[config.mk]
export PLATFORM = sky130hd
export DESIGN_NAME = tile_draw_arbiter
export DESIGN_NICKNAME = d
export VERILOG_FILES = /design/src/rtl/sokoban_pkg.sv /design/src/rtl/rr_picker.sv /design/src/rtl/tile_draw_arbiter.sv
export SDC_FILE = /design/constraint.sdc
export NUM_CORES = 1
export LEC_CHECK = 0
export BUFFER_PORTS_ARGS = -buffer_cell sky130_fd_sc_hd__buf_2
export CAP_MARGIN = 10
export CORE_MARGIN = 2
export CORE_UTILIZATION = 50
export CTS_CLUSTER_DIAMETER = 200
export CTS_CLUSTER_SIZE = 8
export DETAILED_ROUTE_END_ITERATION = 16
export PLACE_DENSITY = 0.87
export SLEW_MARGIN = 20
export SYNTH_ARGS = -nofsm -noshare
export SYNTH_HDL_FRONTEND = slang
export SYNTH_SLANG_ARGS = --single-unit
[constraint.sdc]
create_clock -name CLOCK_50 -period 3.4 [get_ports CLOCK_50]
set_clock_uncertainty 0.1 [all_clocks]
set_input_delay 0 -clock CLOCK_50 [delete_from_list [all_inputs] [get_ports CLOCK_50]]
set_output_delay 0 -clock CLOCK_50 [all_outputs]
set_load 0.1 [all_outputs]
[src/rtl/sokoban_pkg.sv]
// Shared constants and types for the sokoban tile renderer: grid geometry,
// palette entries and the tile draw FSM states.
package sokoban_pkg;

  localparam int unsigned TILE_PX   = 16;
  localparam int unsigned GRID_COLS = 10;
  localparam int unsigned GRID_ROWS = 7;

  localparam logic [5:0] WHITE = 6'b111111;
  localparam logic [5:0] BLACK = 6'b000000;

  typedef enum logic [1:0] {
    ST_IDLE = 2'd0,
    ST_DRAW = 2'd1,
    ST_DONE = 2'd2
  } draw_state_e;

endpackage

[src/rtl/rr_picker.sv]
// Round-robin winner search: first set request at or above the pointer,
// wrapping; returns the one-hot winner, its index and a valid flag.
module rr_picker #(
  parameter int unsigned NUM_REQ = 4,
  parameter int unsigned IDX_W   = (NUM_REQ > 1) ? $clog2(NUM_REQ) : 1
) (
  input  logic [NUM_REQ-1:0] req_i,
  input  logic [IDX_W-1:0]   ptr_i,
  output logic [NUM_REQ-1:0] win_onehot_c,
  output logic [IDX_W-1:0]   win_idx_c,
  output logic               win_valid_c
);

  always_comb begin
    int unsigned j;
    win_onehot_c = '0;
    win_idx_c    = '0;
    win_valid_c  = 1'b0;
    j            = 0;
    for (int unsigned k = 0; k < NUM_REQ; k++) begin
      j = (32'(ptr_i) + k) % NUM_REQ;
      if (!win_valid_c && req_i[IDX_W'(j)]) begin
        win_valid_c                = 1'b1;
        win_onehot_c[IDX_W'(j)]    = 1'b1;
        win_idx_c                  = IDX_W'(j);
      end
    end
  end

endmodule

[src/rtl/tile_draw_arbiter.sv]
// Shares the VGA plot port among tile requesters: round-robin grant, latch
// the winner's tile and stream its 256 pixels column-major.
module tile_draw_arbiter
  import sokoban_pkg::*;
#(
  parameter int unsigned NUM_REQ = 4,
  parameter int unsigned COLS    = GRID_COLS,
  parameter int unsigned ROWS    = GRID_ROWS
) (
  input  logic                 CLOCK_50,
  input  logic                 resetn,
  input  logic [NUM_REQ-1:0]   req,
  input  logic [4*NUM_REQ-1:0] tile_col,
  input  logic [3*NUM_REQ-1:0] tile_row,
  input  logic [6*NUM_REQ-1:0] tile_colour,
  output logic [NUM_REQ-1:0]   grant,
  output logic [NUM_REQ-1:0]   done,
  output logic                 err,
  output logic                 busy,
  output logic [7:0]           x,
  output logic [6:0]           y,
  output logic [5:0]           colour,
  output logic                 plot
);

  localparam int unsigned IDX_W = (NUM_REQ > 1) ? $clog2(NUM_REQ) : 1;
  localparam int unsigned CNT_W = 8;

  draw_state_e          state_q, state_d;
  logic [IDX_W-1:0]     ptr_q, ptr_d;
  logic [IDX_W-1:0]     idx_q, idx_d;
  logic [3:0]           col_q, col_d;
  logic [2:0]           row_q, row_d;
  logic [5:0]           tcol_q, tcol_d;
  logic                 flag_q, flag_d;
  logic [CNT_W-1:0]     cnt_q, cnt_d;
  logic [NUM_REQ-1:0]   grant_q, grant_d;
  logic [NUM_REQ-1:0]   done_q, done_d;
  logic                 err_q, err_d;
  logic                 busy_q, busy_d;
  logic [7:0]           x_q, x_d;
  logic [6:0]           y_q, y_d;
  logic [5:0]           pcol_q, pcol_d;
  logic                 plot_q, plot_d;

  logic [NUM_REQ-1:0]   win_onehot;
  logic [IDX_W-1:0]     win_idx;
  logic                 win_valid;
  logic [3:0]           col_sel;
  logic [2:0]           row_sel;
  logic [5:0]           tcol_sel;
  logic                 in_range_c;

  rr_picker #(
    .NUM_REQ (NUM_REQ),
    .IDX_W   (IDX_W)
  ) u_picker (
    .req_i        (req),
    .ptr_i        (ptr_q),
    .win_onehot_c (win_onehot),
    .win_idx_c    (win_idx),
    .win_valid_c  (win_valid)
  );

  function automatic logic [7:0] pix_x(input logic [3:0] c, input logic [CNT_W-1:0] n);
    return 8'(32'(c) * TILE_PX) + 8'(n[7:4]);
  endfunction

  function automatic logic [6:0] pix_y(input logic [2:0] r, input logic [CNT_W-1:0] n);
    return 7'(32'(r) * TILE_PX) + 7'(n[3:0]);
  endfunction

  // Mux out the winning requester's tile fields.
  always_comb begin
    col_sel  = '0;
    row_sel  = '0;
    tcol_sel = '0;
    for (int unsigned i = 0; i < NUM_REQ; i++) begin
      if (win_idx == IDX_W'(i)) begin
        col_sel  = tile_col[4*i +: 4];
        row_sel  = tile_row[3*i +: 3];
        tcol_sel = tile_colour[6*i +: 6];
      end
    end
  end

  assign in_range_c = (32'(col_sel) < COLS) && (32'(row_sel) < ROWS);

  always_ff @(posedge CLOCK_50 or negedge resetn) begin
    if (!resetn) begin
      state_q <= ST_IDLE;
      ptr_q   <= '0;
      idx_q   <= '0;
      col_q   <= '0;
      row_q   <= '0;
      tcol_q  <= '0;
      flag_q  <= 1'b0;
      cnt_q   <= '0;
      grant_q <= '0;
      done_q  <= '0;
      err_q   <= 1'b0;
      busy_q  <= 1'b0;
      x_q     <= '0;
      y_q     <= '0;
      pcol_q  <= '0;
      plot_q  <= 1'b0;
    end else begin
      state_q <= state_d;
      ptr_q   <= ptr_d;
      idx_q   <= idx_d;
      col_q   <= col_d;
      row_q   <= row_d;
      tcol_q  <= tcol_d;
      flag_q  <= flag_d;
      cnt_q   <= cnt_d;
      grant_q <= grant_d;
      done_q  <= done_d;
      err_q   <= err_d;
      busy_q  <= busy_d;
      x_q     <= x_d;
      y_q     <= y_d;
      pcol_q  <= pcol_d;
      plot_q  <= plot_d;
    end
  end

  // cnt_q is the index of the pixel currently on the outputs while drawing.
  always_comb begin
    state_d = state_q;
    ptr_d   = ptr_q;
    idx_d   = idx_q;
    col_d   = col_q;
    row_d   = row_q;
    tcol_d  = tcol_q;
    flag_d  = flag_q;
    cnt_d   = cnt_q;
    grant_d = '0;
    done_d  = '0;
    err_d   = 1'b0;
    x_d     = x_q;
    y_d     = y_q;
    pcol_d  = pcol_q;
    plot_d  = 1'b0;

    unique case (state_q)
      ST_IDLE: begin
        if (win_valid) begin
          grant_d = win_onehot;
          idx_d   = win_idx;
          col_d   = col_sel;
          row_d   = row_sel;
          tcol_d  = tcol_sel;
          cnt_d   = '0;
          if (in_range_c) begin
            state_d = ST_DRAW;
            flag_d  = 1'b0;
            x_d     = pix_x(col_sel, '0);
            y_d     = pix_y(row_sel, '0);
            pcol_d  = tcol_sel;
            plot_d  = 1'b1;
          end else begin
            state_d = ST_DONE;
            flag_d  = 1'b1;
          end
        end
      end
      ST_DRAW: begin
        if (cnt_q == '1) begin
          state_d = ST_DONE;
          done_d  = NUM_REQ'(1) << idx_q;
        end else begin
          cnt_d  = cnt_q + CNT_W'(1);
          x_d    = pix_x(col_q, cnt_q + CNT_W'(1));
          y_d    = pix_y(row_q, cnt_q + CNT_W'(1));
          pcol_d = tcol_q;
          plot_d = 1'b1;
        end
      end
      ST_DONE: begin
        // Error tiles arrive here without done set yet; pulse it first.
        if (done_q == '0) begin
          done_d = NUM_REQ'(1) << idx_q;
          err_d  = flag_q;
        end else begin
          state_d = ST_IDLE;
          ptr_d   = (idx_q == IDX_W'(NUM_REQ - 1)) ? '0 : idx_q + IDX_W'(1);
        end
      end
      default: state_d = ST_IDLE;
    endcase

    busy_d = (state_d != ST_IDLE);
  end

  assign grant  = grant_q;
  assign done   = done_q;
  assign err    = err_q;
  assign busy   = busy_q;
  assign x      = x_q;
  assign y      = y_q;
  assign colour = pcol_q;
  assign plot   = plot_q;

endmodule

==> impl_metrics.ini, run 1 <==
[synth]
ys_async_sr_fraction_pct = 100
synth_top_cell_area_share_pct = 35.2
synth.net_count = 513
synthTopCellsByArea = dfrtp_1 (35%), mux2_4 (4.9%), o21ai_0 (4.8%), ha_1 (4.7%), mux2i_1 (4.7%)
synth_edf_count = 0
synth.avg_cell_area_um2 = 9.73
netlist_area_um2 = 4270
ys_warn_count = 0
ys_seq_area_share_pct = 35.2
yosys.cell_types.count = 56
synth_seq_cells = 60
synth_area_leader_cell = dfrtp_1
postSynthCellCount = 439
synth-main-ff-cell = dfrtp_1

[critical_path]
worst_setup_path_end_kind = register
start_kind = register
path_max_fanout = 28
crit_required_ns = 3.59
crit_type = reg2reg
crit_arrival_ns = 3.42

[sta]
fmax_ghz = 0.309
hold_viol_final = 0
setup-tns-final_ns = 0
min_period_ns = 3.24
setup_viol = 0
slew_violations = 0
worst_hold_slack_ns = 0.00610
rsz0062_at_grt = false
period_share_pct = 95.2
worst_pin_slew_ns = 0.960
maxSlewHeadroom_pct = 36.0
setup_ws_ns = 0.162

[final_layout]
finalNetCount = 621
final_cell_mix = buf_2 (89), dfrtp_1 (60), nand2_1 (48), o21ai_0 (41)
post-route-util_pct = 63.8
final_common_cell = buf_2
drive_gt1_share_pct = 28.4
diodes = 0
syn_to_final_growth_pct = 23.5

[flow_run]
max-cap-violations = 0

[routing]
totalWireLength_um = 12600
drc = 0
drtPass1Iterations = 6
wl_per_cell_um = 19.3
avgViaCountPerCell = 6.45
antenna_left = 0
num_vias = 4225
first_iter_violations = 531

[global_route]
grt_max_degree = 48
grt_pass1_wl_um = 20000
first_global_vias = 4107
grtUsageTotal_pct = 27.9
overflow = 0
antenna_found_initial = 0

[floorplan]
start_util_pct = 51.7
pin_count = 90
die_h_um = 96.4
dieWidth_um = 96.4
die_area_um2 = 9300
coreArea_um2 = 8260
rows = 33

[power]
ir_worst_vdd_mv = 0.558
p_per_area_nw_per_um2 = 1220
leakage_uw = 0.00237

[clocking]
cts_root_buf = clkbuf_8
cts_tree = yes
cts_buffers = 9
clock_path_buffers = 2
htreeDepth = 3
cts_num_sinks = 60
clk_pin_slew_ns = 0.07
clkLatencyLatePin_ns = 0.35

[place]
post-dp-hpwl_um = 8390
port_buffers = 89
place.gp.congestion = 0.925
dpl_worst_slack_ns = 0.370

[outcome]
outcome = finished clean

[worst_hold_path]
hold_path_class = in2reg
-- kinds of logic (layout without fill, tap and decap cells) --
family	Yosys count	after routing	share of synthesized area (%)
AO/OA/AOI/OAI	137	137	24.9
buffers and inverters	52	163	6.04
AND/OR/NAND/NOR	128	128	15.4
multiplexers	42	42	12.9
flip-flops	60	60	35.2
XOR/XNOR	4	4	0.821
adder cells (fa/ha/maj)	16	16	4.69
-- metal layers --
metal,vias to the layer above,wire (um),track usage (%)
met5,-,0,0
met4,0,280,8.57
met1,2015,5050,36.7
met2,270,6070,44.3
li1,1901,-,-
met3,39,1230,8.53
-- worst max-delay path, cell delays in order (launching register included) --
cell           delay (ns)
dfrtp_1              0.37
inv_2                0.08
ha_2                 0.44
mux4_2               0.43
inv_2                0.13
a211o_1              0.21
buf_8                0.24
nand2_4              0.19
mux2i_1              0.16
o311ai_1             0.24
dlygate4sd3_1        0.60
-- power breakdown --
group,switching (uW),internal (uW)
combinational,2950,1660
sequential,172,994
clock,279,369
-- synth_stat cells (all sizes together), types with 2 or more instances --
cell	n
dfrtp	60
nand2	49
o21ai	46
nand3	25
mux2i	22
clkbuf	21
inv	17
mux2	17
ha	16
a211o	15
buf	14
nor2	14
a2111oi	13
a222oi	13
nor4b	13
o311ai	13
nor3	8
and2	7
a22oi	6
a21oi	5
a221oi	5
nand2b	5
o31ai	4
a211oi	3
mux4	3
nor2b	3
xnor2	3
a21boi	2
a22o	2
a31oi	2
nor4	2
o21a	2
o32ai	2
-- final cells by class --
type                            count  area, um^2
Clock inverter                      2        35.0
Clock buffer                       12         155
Timing Repair Buffer              132         867
Fill cell                         677        2990
Inverter                           17        63.8
Sequential cell                    60        1500
Multi-Input combinational cell    327        2520
Tap cell                          105         131
-- sequential cells by signal, indices dropped and copies added, names as in the netlist, 2 cells and up --
name,count
idx_q,2
row_q,3
colour,6
done,4
ptr_q,2
cnt_q,8
state_q,2
grant,4
tcol_q,6
y,7
col_q,4
x,8
-- metrics by stage --
step / area [um^2] / instances / power, uW
floorplan: 4270 / 439 / 4710
global placement: 4810 / 615 / 5440
detailed placement: 4810 / 615 / 5590
CTS: 5250 / 654 / 6310
global route: 5270 / 655 / 6770
finish: 5270 / 655 / 6420
-- repair_timing --
| action | in CTS | in global routing |
|---|---|---|
| buffers inserted | 0 | 1 |
| gates resized for setup | 0 | 5 |
| endpoints found under the hold margin | 56 | 0 |
| setup endpoints to repair | 0 | 2 |
| hold buffers | 25 | 0 |
-- final timing paths --
kind	slack (ns)	from	cells after the start	endpoint
worst min register to register	0.39	flag_q$_DFFE_PN0P_	2	err$_DFF_PN0_
worst max-delay path	0.16	ptr_q[1]$_DFFE_PN0P_	10	tcol_q[5]$_DFFE_PN0P_
worst max register to register	0.16	ptr_q[1]$_DFFE_PN0P_	10	tcol_q[5]$_DFFE_PN0P_
max in group asynchronous	2.12	resetn	3	grant[2]$_DFF_PN0_
worst min-delay path	0.006	tile_colour[3]	4	tcol_q[3]$_DFFE_PN0P_
min in group asynchronous	0.27	resetn	2	err$_DFF_PN0_
Note: power is estimated with default switching activity, not from simulation.
==> run 2, diff against run 1 <==
--- a/config.mk
+++ b/config.mk
@@ -12,7 +12,7 @@
 export CTS_CLUSTER_DIAMETER = 200
 export CTS_CLUSTER_SIZE = 8
 export DETAILED_ROUTE_END_ITERATION = 16
-export PLACE_DENSITY = 0.87
+export PLACE_DENSITY = 0.84
 export SLEW_MARGIN = 20
 export SYNTH_ARGS = -nofsm -noshare
 export SYNTH_HDL_FRONTEND = slang
==> constraint.sdc (replaced) <==
create_clock -name CLOCK_50 -period 3.5 [get_ports CLOCK_50]
set_clock_uncertainty 0.1 [all_clocks]
set_input_delay 0 -clock CLOCK_50 [delete_from_list [all_inputs] [get_ports CLOCK_50]]
set_output_delay 0 -clock CLOCK_50 [all_outputs]
set_load 0.1 [all_outputs]
==> run 2 against run 1 <==
The run now ends with hold timing left. Critical path depth fell by 1. Die area is the same. Largest cell class unchanged. Hold slack lost 0.013 ns. Largest power group unchanged. Combinational power is 5.4% lower. Worst setup slack lost 0.020 ns. Flip-flop and latch count unchanged. Utilization is 0.29 points higher. Sequential power hardly changed.
==> impl_metrics.ini, run 2 (synthesis results as in run 1) <==
[floorplan]
dieWidth_um = 96.4
rows = 33
start_util_pct = 51.7
die_h_um = 96.4
die_area_um2 = 9300
coreArea_um2 = 8260
pin_count = 90

[final_layout]
fin_area_um2 = 5300
syn_to_final_growth_pct = 24.0
final_common_cell = buf_2
finalNetCount = 624
diodes = 0
final_cell_mix = buf_2 (88), dfrtp_1 (58), nand2_1 (48), o21ai_0 (41), dlygate4sd3_1 (30)
post-route-util_pct = 64.1
drive_gt1_share_pct = 28.1
instances_no_fill = 660

[outcome]
violations = hold timing
outcome = finished with violations

[sta]
worst_pin_slew_ns = 0.911
min_period_ns = 3.36
maxSlewHeadroom_pct = 38.8
period_share_pct = 95.9
fmax_ghz = 0.298
setup_ws_ns = 0.142
slew_violations = 0
setup_viol = 0
hold_viol_final = 1
worst_hold_slack_ns = -0.00675

[critical_path]
worst_setup_path_end_kind = register
crit_type = reg2reg
path_max_fanout = 9
crit_required_ns = 3.62
start_kind = register
crit_arrival_ns = 3.48
r2r_setup_slack_ns = 0.14

[routing]
antenna_left = 0
first_iter_violations = 429
top_layer = met4
avgViaCountPerCell = 6.33
totalWireLength_um = 12300
num_vias = 4181
drtPass1Iterations = 8
wl_per_cell_um = 18.7
dr_wl_met3_um = 1290
dr_wl_met2_um = 5550
met1Wirelength_um = 5260
drc = 0

[place]
port_buffers = 89
place.gp.congestion = 0.942
dp.cells = 613
placed_cell_area_um2 = 4780
post-dp-hpwl_um = 8110
dpl_worst_slack_ns = 0.177

[clocking]
cts_num_sinks = 60
htreeDepth = 3
cts_tree = yes
cts_root_buf = clkbuf_8
clk_pin_slew_ns = 0.07
clock_path_buffers = 2
clkLatencyLatePin_ns = 0.34
cts_buffers = 9

[worst_hold_path]
hold_path_class = in2reg

[global_route]
grtUsageTotal_pct = 27.3
grt_max_degree = 47
overflow = 0
grt_pass1_wl_um = 19800
first_global_vias = 3956
antenna_found_initial = 0

[power]
p_per_area_nw_per_um2 = 1160
leakage_uw = 0.00237
ir_worst_vdd_mv = 0.537

[flow_run]
max-cap-violations = 0
[run 2: changes by cell type in the layout (fill, tap and decap cells not counted), sizes merged]
cell / before / now
dlygate4sd3: 25 / 30
clkinvlp: 0 / 1
buf: 107 / 105
clkinv: 1 / 2
[run 2: metal layers]
| metal | vias up | GRT usage (%) |
|---|---|---|
| met5 | - | 0 |
| met4 | 0 | 9.39 |
| met3 | 31 | 6.75 |
| met2 | 275 | 41.6 |
| met1 | 1970 | 38.1 |
| li1 | 1905 | - |
[run 2: layout make-up]
class                   count  area (um^2)
fillers                   679         2960
multi-input cells         327         2510
flip-flops and latches     60         1500
repair buffers            135          881
clock buffers              12          155
well taps                 105          131
inverters                  17         63.8
clock inverters             4         47.5
[run 2: what timing repair did]
action	CTS	global route
setup endpoints to repair	0	12
setup buffers	0	1
resized for setup	0	3
hold endpoints to repair	60	0
hold buffers	30	0
[run 2: where the power goes]
part / switching, uW / internal [uW] / leakage (uW)
Combinational: 2800 / 1550 / 0.00150
Clock: 284 / 365 / 0.000102
Sequential: 193 / 968 / 0.000764
Total: 3280 / 2880 / 0.00237
[run 2: path summary, 6_finish.rpt]
path                                  startpoint                    end  depth (start not counted)
max in group asynchronous                 resetn       x[7]$_DFFE_PN0P_                          3
max                         ptr_q[1]$_DFFE_PN0P_   row_q[2]$_DFFE_PN0P_                          9
min                                  tile_row[4]   row_q[1]$_DFFE_PN0P_                          3
min in group asynchronous                 resetn     grant[2]$_DFF_PN0_                          2
min reg2reg                tcol_q[5]$_DFFE_PN0P_  tcol_q[5]$_DFFE_PN0P_                          2
max reg2reg                 ptr_q[1]$_DFFE_PN0P_   row_q[2]$_DFFE_PN0P_                          9
[run 2: worst max-delay path, stage by stage (launching register included)]
cell and delay (ns):
dfrtp_2 0.48, inv_1 0.17, ha_2 0.47, mux4_2 0.42, nor2b_4 0.24, o21a_1 0.20, nor2_2 0.10, mux2i_1 0.14
dlygate4sd3_1 0.58, o311ai_0 0.33
[run 2: through the flow]
stage / total power [uW] / hold slack, ns / TNS (ns)
6_report: 6170 / -0.00675 / 0
5_1_grt: 6500 / 0.0187 / -0.0154
4_1_cts: 6070 / 0.0000232 / 0
3_5_place_dp: 5370 / 0.160 / 0
3_3_place_gp: 5260 / 0.139 / 0
2_1_floorplan: 4570 / -0.396 / 0
